--- config.mk ---
export PLATFORM = sky130hd
export DESIGN_NAME = ram_arbiter_rr2
export DESIGN_NICKNAME = d
export VERILOG_FILES = /design/src/rtl/ram_arbiter_rr2.sv
export SDC_FILE = /design/constraint.sdc
export NUM_CORES = 1
export LEC_CHECK = 0
export BUFFER_PORTS_ARGS = -buffer_cell sky130_fd_sc_hd__buf_2
export CORE_UTILIZATION = 35
export DETAILED_ROUTE_END_ITERATION = 10
export GPL_ROUTABILITY_DRIVEN = 0
export PLACE_DENSITY_LB_ADDON = 0.25
export SYNTH_ARGS = -nofsm -noshare
export SYNTH_HDL_FRONTEND = slang
export SYNTH_SLANG_ARGS = --single-unit
--- constraint.sdc ---
create_clock -name clock -period 2.9 [get_ports clock]
set_input_delay 0.87 -clock clock [delete_from_list [all_inputs] [get_ports clock]]
set_output_delay 0.87 -clock clock [all_outputs]
set_load 0.01 [all_outputs]
--- src/rtl/ram_arbiter_rr2.sv ---
// Two-requester round-robin arbiter in front of a single-port sync-read RAM.
// Routes each read response back to its issuer one cycle after RAM output.
module ram_arbiter_rr2 #(
  parameter int AWIDTH = 3,
  parameter int DWIDTH = 32
) (
  input  logic              clock,
  input  logic              reset_n,
  input  logic              req_a,
  input  logic              we_a,
  input  logic [AWIDTH-1:0] addr_a,
  input  logic [DWIDTH-1:0] wdata_a,
  output logic              gnt_a,
  output logic              rvalid_a,
  output logic [DWIDTH-1:0] rdata_a,
  input  logic              req_b,
  input  logic              we_b,
  input  logic [AWIDTH-1:0] addr_b,
  input  logic [DWIDTH-1:0] wdata_b,
  output logic              gnt_b,
  output logic              rvalid_b,
  output logic [DWIDTH-1:0] rdata_b,
  output logic [AWIDTH-1:0] ram_addr,
  output logic [DWIDTH-1:0] ram_din,
  output logic              ram_we,
  input  logic [DWIDTH-1:0] ram_dout
);

  typedef enum logic {SRC_A, SRC_B} src_e;

  src_e              last_q, last_d;
  src_e              rd_id_q, rd_id_d;
  logic              rd_pend_q, rd_pend_d;
  logic              rvalid_a_q, rvalid_a_d;
  logic              rvalid_b_q, rvalid_b_d;
  logic [DWIDTH-1:0] rdata_a_q, rdata_a_d;
  logic [DWIDTH-1:0] rdata_b_q, rdata_b_d;

  always_comb begin
    gnt_a = 1'b0;
    gnt_b = 1'b0;
    if (reset_n) begin
      unique case ({req_a, req_b})
        2'b10: gnt_a = 1'b1;
        2'b01: gnt_b = 1'b1;
        2'b11: begin
          gnt_a = (last_q == SRC_B);
          gnt_b = (last_q == SRC_A);
        end
        default: ;
      endcase
    end
  end

  always_comb begin
    ram_addr = '0;
    ram_din  = '0;
    ram_we   = 1'b0;
    unique case (1'b1)
      gnt_a: begin
        ram_addr = addr_a;
        ram_din  = wdata_a;
        ram_we   = we_a;
      end
      gnt_b: begin
        ram_addr = addr_b;
        ram_din  = wdata_b;
        ram_we   = we_b;
      end
      default: ;
    endcase
  end

  always_comb begin
    last_d = last_q;
    if (gnt_a) last_d = SRC_A;
    else if (gnt_b) last_d = SRC_B;
    rd_pend_d  = (gnt_a & ~we_a) | (gnt_b & ~we_b);
    rd_id_d    = gnt_b ? SRC_B : SRC_A;
    // RAM data is on ram_dout the cycle after the read was issued
    rvalid_a_d = rd_pend_q & (rd_id_q == SRC_A);
    rvalid_b_d = rd_pend_q & (rd_id_q == SRC_B);
    rdata_a_d  = rvalid_a_d ? ram_dout : rdata_a_q;
    rdata_b_d  = rvalid_b_d ? ram_dout : rdata_b_q;
  end

  always_ff @(posedge clock) begin
    if (!reset_n) begin
      last_q     <= SRC_B;
      rd_id_q    <= SRC_A;
      rd_pend_q  <= 1'b0;
      rvalid_a_q <= 1'b0;
      rvalid_b_q <= 1'b0;
      rdata_a_q  <= '0;
      rdata_b_q  <= '0;
    end else begin
      last_q     <= last_d;
      rd_id_q    <= rd_id_d;
      rd_pend_q  <= rd_pend_d;
      rvalid_a_q <= rvalid_a_d;
      rvalid_b_q <= rvalid_b_d;
      rdata_a_q  <= rdata_a_d;
      rdata_b_q  <= rdata_b_d;
    end
  end

  assign rvalid_a = rvalid_a_q;
  assign rvalid_b = rvalid_b_q;
  assign rdata_a  = rdata_a_q;
  assign rdata_b  = rdata_b_q;

endmodule
* After elaboration in Yosys (flattened, before gate mapping)
Index checks and enable logic that the tools add are counted.
** Word-level totals
- Flip-flop bits (word level) :: 69
- Input bits :: 108
- Output and inout bits :: 104
- Logic and storage cells :: 30
** Operators by class
- Equal/unequal tests :: 3
- Multiplexer cells :: 10
- Bitwise logic cells :: 9
- Reductions and logical operators :: 1
** Operators with widths (count)
- case mux 32 bit (2 select lines) :: 1
- case mux 1 bit (2 select lines) :: 3
- case mux 3 bit (2 select lines) :: 1
- two-way mux 1 bit :: 5
- bitwise AND 1 bit :: 4
- == test 2 bit, second input constant :: 2
- NOT 1 bit :: 4
- == test 2 x 1 -> 1 bit, second input constant :: 1
- nonzero test 2 bit :: 1
- OR 1 bit :: 1

* Depth between registers and ports, before layout
- Depth in word-level cells :: 5
- Depth in mapped cells :: 5
- Gate-level depth less buffers :: 3

* Worst setup path after synthesis
No wires, ideal clock.
- Path type :: input -> output
- Start point :: input reset_n
- End point :: output ram_din[0]
- Arrival time :: 1.596 ns
- Required time :: 2.030 ns
- Path slack :: 0.434 ns
- Stages :: 5
- Path buffers :: 3
- Cells stage by stage :: buf_2 buf_4 buf_2 nand2_1 o22ai_1
** Between the ends
- Word-level cells in the longest chain between the ends :: 2
- Elaborated cells on any way between the ends :: 3
- Classes of those cells :: mux (3)
** RTL lines
- from (decl) :: line 8 : input logic reset_n,
- two-way mux 1 bit :: line 42 : if (reset_n) begin
- case mux 32 bit (2 select lines) (*) :: line 59 : unique case (1'b1)
- to (decl) :: line 24 : output logic [DWIDTH-1:0] ram_din,
Mark *: on every way between the ends. The rest lies on a longest branch, timed or not.

* Worst setup path after layout
- Start point :: input req_a
- End point :: output ram_din[5]
** Between the ends
- Word-level cells in the longest chain between the ends :: 4
- Elaborated cells on any way between the ends :: 8
- Classes of those cells :: eq/ne (3); mux (5)
** RTL lines
- from (decl) :: line 9 : input logic req_a,
- == test 2 bit / == test 2 x 1 -> 1 bit (equally long branches) :: line 43 : unique case ({req_a, req_b})
- case mux 1 bit (2 select lines) :: line 43
- two-way mux 1 bit :: line 42
- case mux 32 bit (2 select lines) (*) :: line 59
Marked as above.

==> impl_metrics.json <==
{
  "outcome": "finished clean",
  "start_util_pct": 36.54,
  "path_delay_family": "buffers and inverters",
  "path_clk_slew_ns": 0.08,
  "p_comb_share_pct": 16.6,
  "clk_path_buf_depth": 2,
  "clock_sinks": 69,
  "antenna_cells": 0,
  "ys_seq_area_share_pct": 45.54,
  "cap_violations": 0,
  "tightest_slew_ns": 0.6799,
  "path_class": "primary input to primary output",
  "die_h_um": 95.09,
  "cell_internal_pwr_mw": 1.568,
  "critPathSlowestCell": "buf_4",
  "grt_start_max_net_pins": 79,
  "yosysMostFrequentCell": "nand2_1",
  "clockPowerShare_pct": 36.5,
  "antenna_found_initial": 0,
  "required_ns": 2.03,
  "swShare_pct": 26.14,
  "drtIter0Drc": 97,
  "synth_top_flop_cell": "dfxtp_1",
  "fmax_ghz": 0.3849,
  "rows": 33,
  "finalCritPeriodShare_pct": 89.59,
  "holdCritStartpoint": "rdata_b[28]",
  "layout-drive-gt1-share_pct": 38.52,
  "cp_data_arrival_time_ns": 1.73,
  "finalNetCount": 727,
  "ctsHoldBuffers": 0,
  "ys_top_cells_by_area": "dfxtp_1, nand2_1, a21oi_1",
  "power_switching_uw": 555.1,
  "post_drt_via_cell_ratio": 4.760,
  "post_drt_wl_per_cell_um": 12.72,
  "setup_viol": 0,
  "cts_buffers": 9,
  "port_buffers": 211,
  "slew_viol_final": 0,
  "async_reset_ff_share_pct": 0,
  "cts_root_buf": "clkbuf_8",
  "grt_pass1_vias": 2972,
  "synth.distinct_cells": 19,
  "synth_edf_count": 0,
  "fp.coreArea_um2": 8299,
  "detail-route-antenna-nets": 0,
  "die_width_um": 95.09,
  "ys_ff_latch": 69,
  "io_pins": 212,
  "end_kind": "primary output",
  "worstPathMaxFanout": 17,
  "dpl.hpwl_mm": 6.638,
  "post_cts_buffers": 0,
  "insertion_delay_ns": 0.33,
  "fin_total_pwr_mw": 2.123,
  "die-area_um2": 9042,
  "hp-class": "flop to flop",
  "hold_viol": 0,
  "ctsResizeCount": 0,
  "worstPathCellList": "buf_2, nand2_1, nand2_1, buf_4, o22ai_1, buf_2",
  "p_seq_share_pct": 46.8,
  "vias": 3465,
  "power.leakage_nw": 2.095,
  "grt_use_total_pct": 19.83,
  "slowest_delay_ns": 0.22,
  "cp-start-kind": "primary input",
  "syn_nets": 533,
  "netlist_area_um2": 3033,
  "wl_mm": 9.263,
  "synth_top_area_share_pct": 45.54,
  "cts.htree.levels": 3,
  "p_per_area_nw_per_um2": 499.1,
  "tns_ns": 0,
  "rr_startpoint": "rd_id_q",
  "rsz0062_at_grt": "no",
  "synth_area_per_cell_um2": 7.136,
  "cp-startpoint": "req_a",
  "drt_first_pass_iters": 4,
  "relSlewSlack_pct": 54.67,
  "vdd_ir_drop_max_mv": 0.2581,
  "synth.largest_area_cell": "dfxtp_1",
  "fill_cells": 855,
  "layout_min_cycle_time_ns": 2.598,
  "clock_skew_ns": 0.01464,
  "netlist_instances": 425,
  "critPathBufInv": 3,
  "drc": 0,
  "cts_tree": "built",
  "overflow": 0,
  "grt_first_pass_wirelength_mm": 13.95,
  "syn2layout_area_growth_pct": 40.26,
  "synth_common_cells": "nand2_1, dfxtp_1, a21oi_1",
  "yosysWarningCount": 0
}
==> worst paths after layout <==
| path | endpoint | slack, ns | depth (start not counted) |
|---|---|---|---|
| setup reg to reg | rdata_b[25] | 1.65 | 4 |
| hold / removal | rdata_b[28] | 0.45 | 2 |
| setup / recovery | ram_din[5] | 0.30 | 6 |
| hold reg to reg | rdata_b[28] | 0.45 | 2 |
==> metal layers <==
| metal | global-route usage (%) | part of all wire [%] | vias to the layer above |
|---|---|---|---|
| met3 | 5.104 | 6.5 | 9 |
| met5 | 0 | 0 | - |
| met1 | 23.21 | 41 | 1554 |
| li1 | - | - | 1775 |
| met4 | 5.051 | 1.1 | 0 |
| met2 | 35.65 | 51 | 127 |
==> metrics by stage <==
step / hold slack, ns / instances / utilization (%) / instance area, µm² / setup slack [ns]
3_5_place_dp: 0.4430 / 713 / 48.86 / 4055 / 0.3212
5_1_grt: 0.4732 / 728 / 51.26 / 4254 / 0.2319
2_1_floorplan: 0.4413 / 425 / - / 3033 / 0.4339
4_1_cts: 0.4527 / 728 / 51.26 / 4254 / 0.3171
6_report: 0.4509 / 728 / 51.26 / 4254 / 0.3020
3_3_place_gp: 0.4383 / 713 / 48.86 / 4055 / 0.3140
==> cell usage in the layout, fill, tap and decap left out, drive strengths merged <==
master	instances
clkbuf	11
buf	220
bufinv	1
or2b	1
nor2	3
clkinvlp	1
a21oi	64
nand2	205
and2	1
nand3	1
clkinv	2
inv	1
o32ai	1
nand2b	3
and3	2
o22ai	36
nor2b	1
dfxtp	69
==> state kept, by name, summed over array words and instances (netlist names) <==
register,flops
rdata_a,32
rdata_b,32
last_q,1
rd_id_q,1
rd_pend_q,1
rvalid_a,1
rvalid_b,1
==> logic make-up (layout without fill, tap and decap cells) <==
kind of cell	after synthesis	after routing	synth area share, %
simple gates	217	217	27.89
compound gates	101	101	18.28
flops	69	69	45.54
buf+inv	38	236	8.292
==> worst reg2reg max path: stages, from the launching register on <==
cell and delay [ns]:
dfxtp_1 0.41, and2_1 0.15, buf_4 0.35, nand2_1 0.12, a21oi_1 0.16
==> power by group through the flow <==
stage	logic, mW	clock network [mW]	registers, mW
after floorplan	0.184	0	1.03
after global placement	0.349	0	1.01
after detailed placement	0.355	0	1.02
after CTS	0.356	0.797	0.994
after global routing	0.390	0.840	0.999
final	0.353	0.776	0.994
==> final cells by class <==
| cell class | instances | area [µm²] | area share, % |
|---|---|---|---|
| Clock buffer | 11 | 151.4 | 3.559 |
| Inverter | 1 | 3.754 | 0.08824 |
| Tap cell | 105 | 131.4 | 3.088 |
| Multi-Input combinational cell | 318 | 1403 | 32.97 |
| Timing Repair Buffer | 220 | 1136 | 26.71 |
| Clock inverter | 4 | 47.55 | 1.118 |
| Sequential cell | 69 | 1381 | 32.47 |
Power figures use the tool's default switching activity.
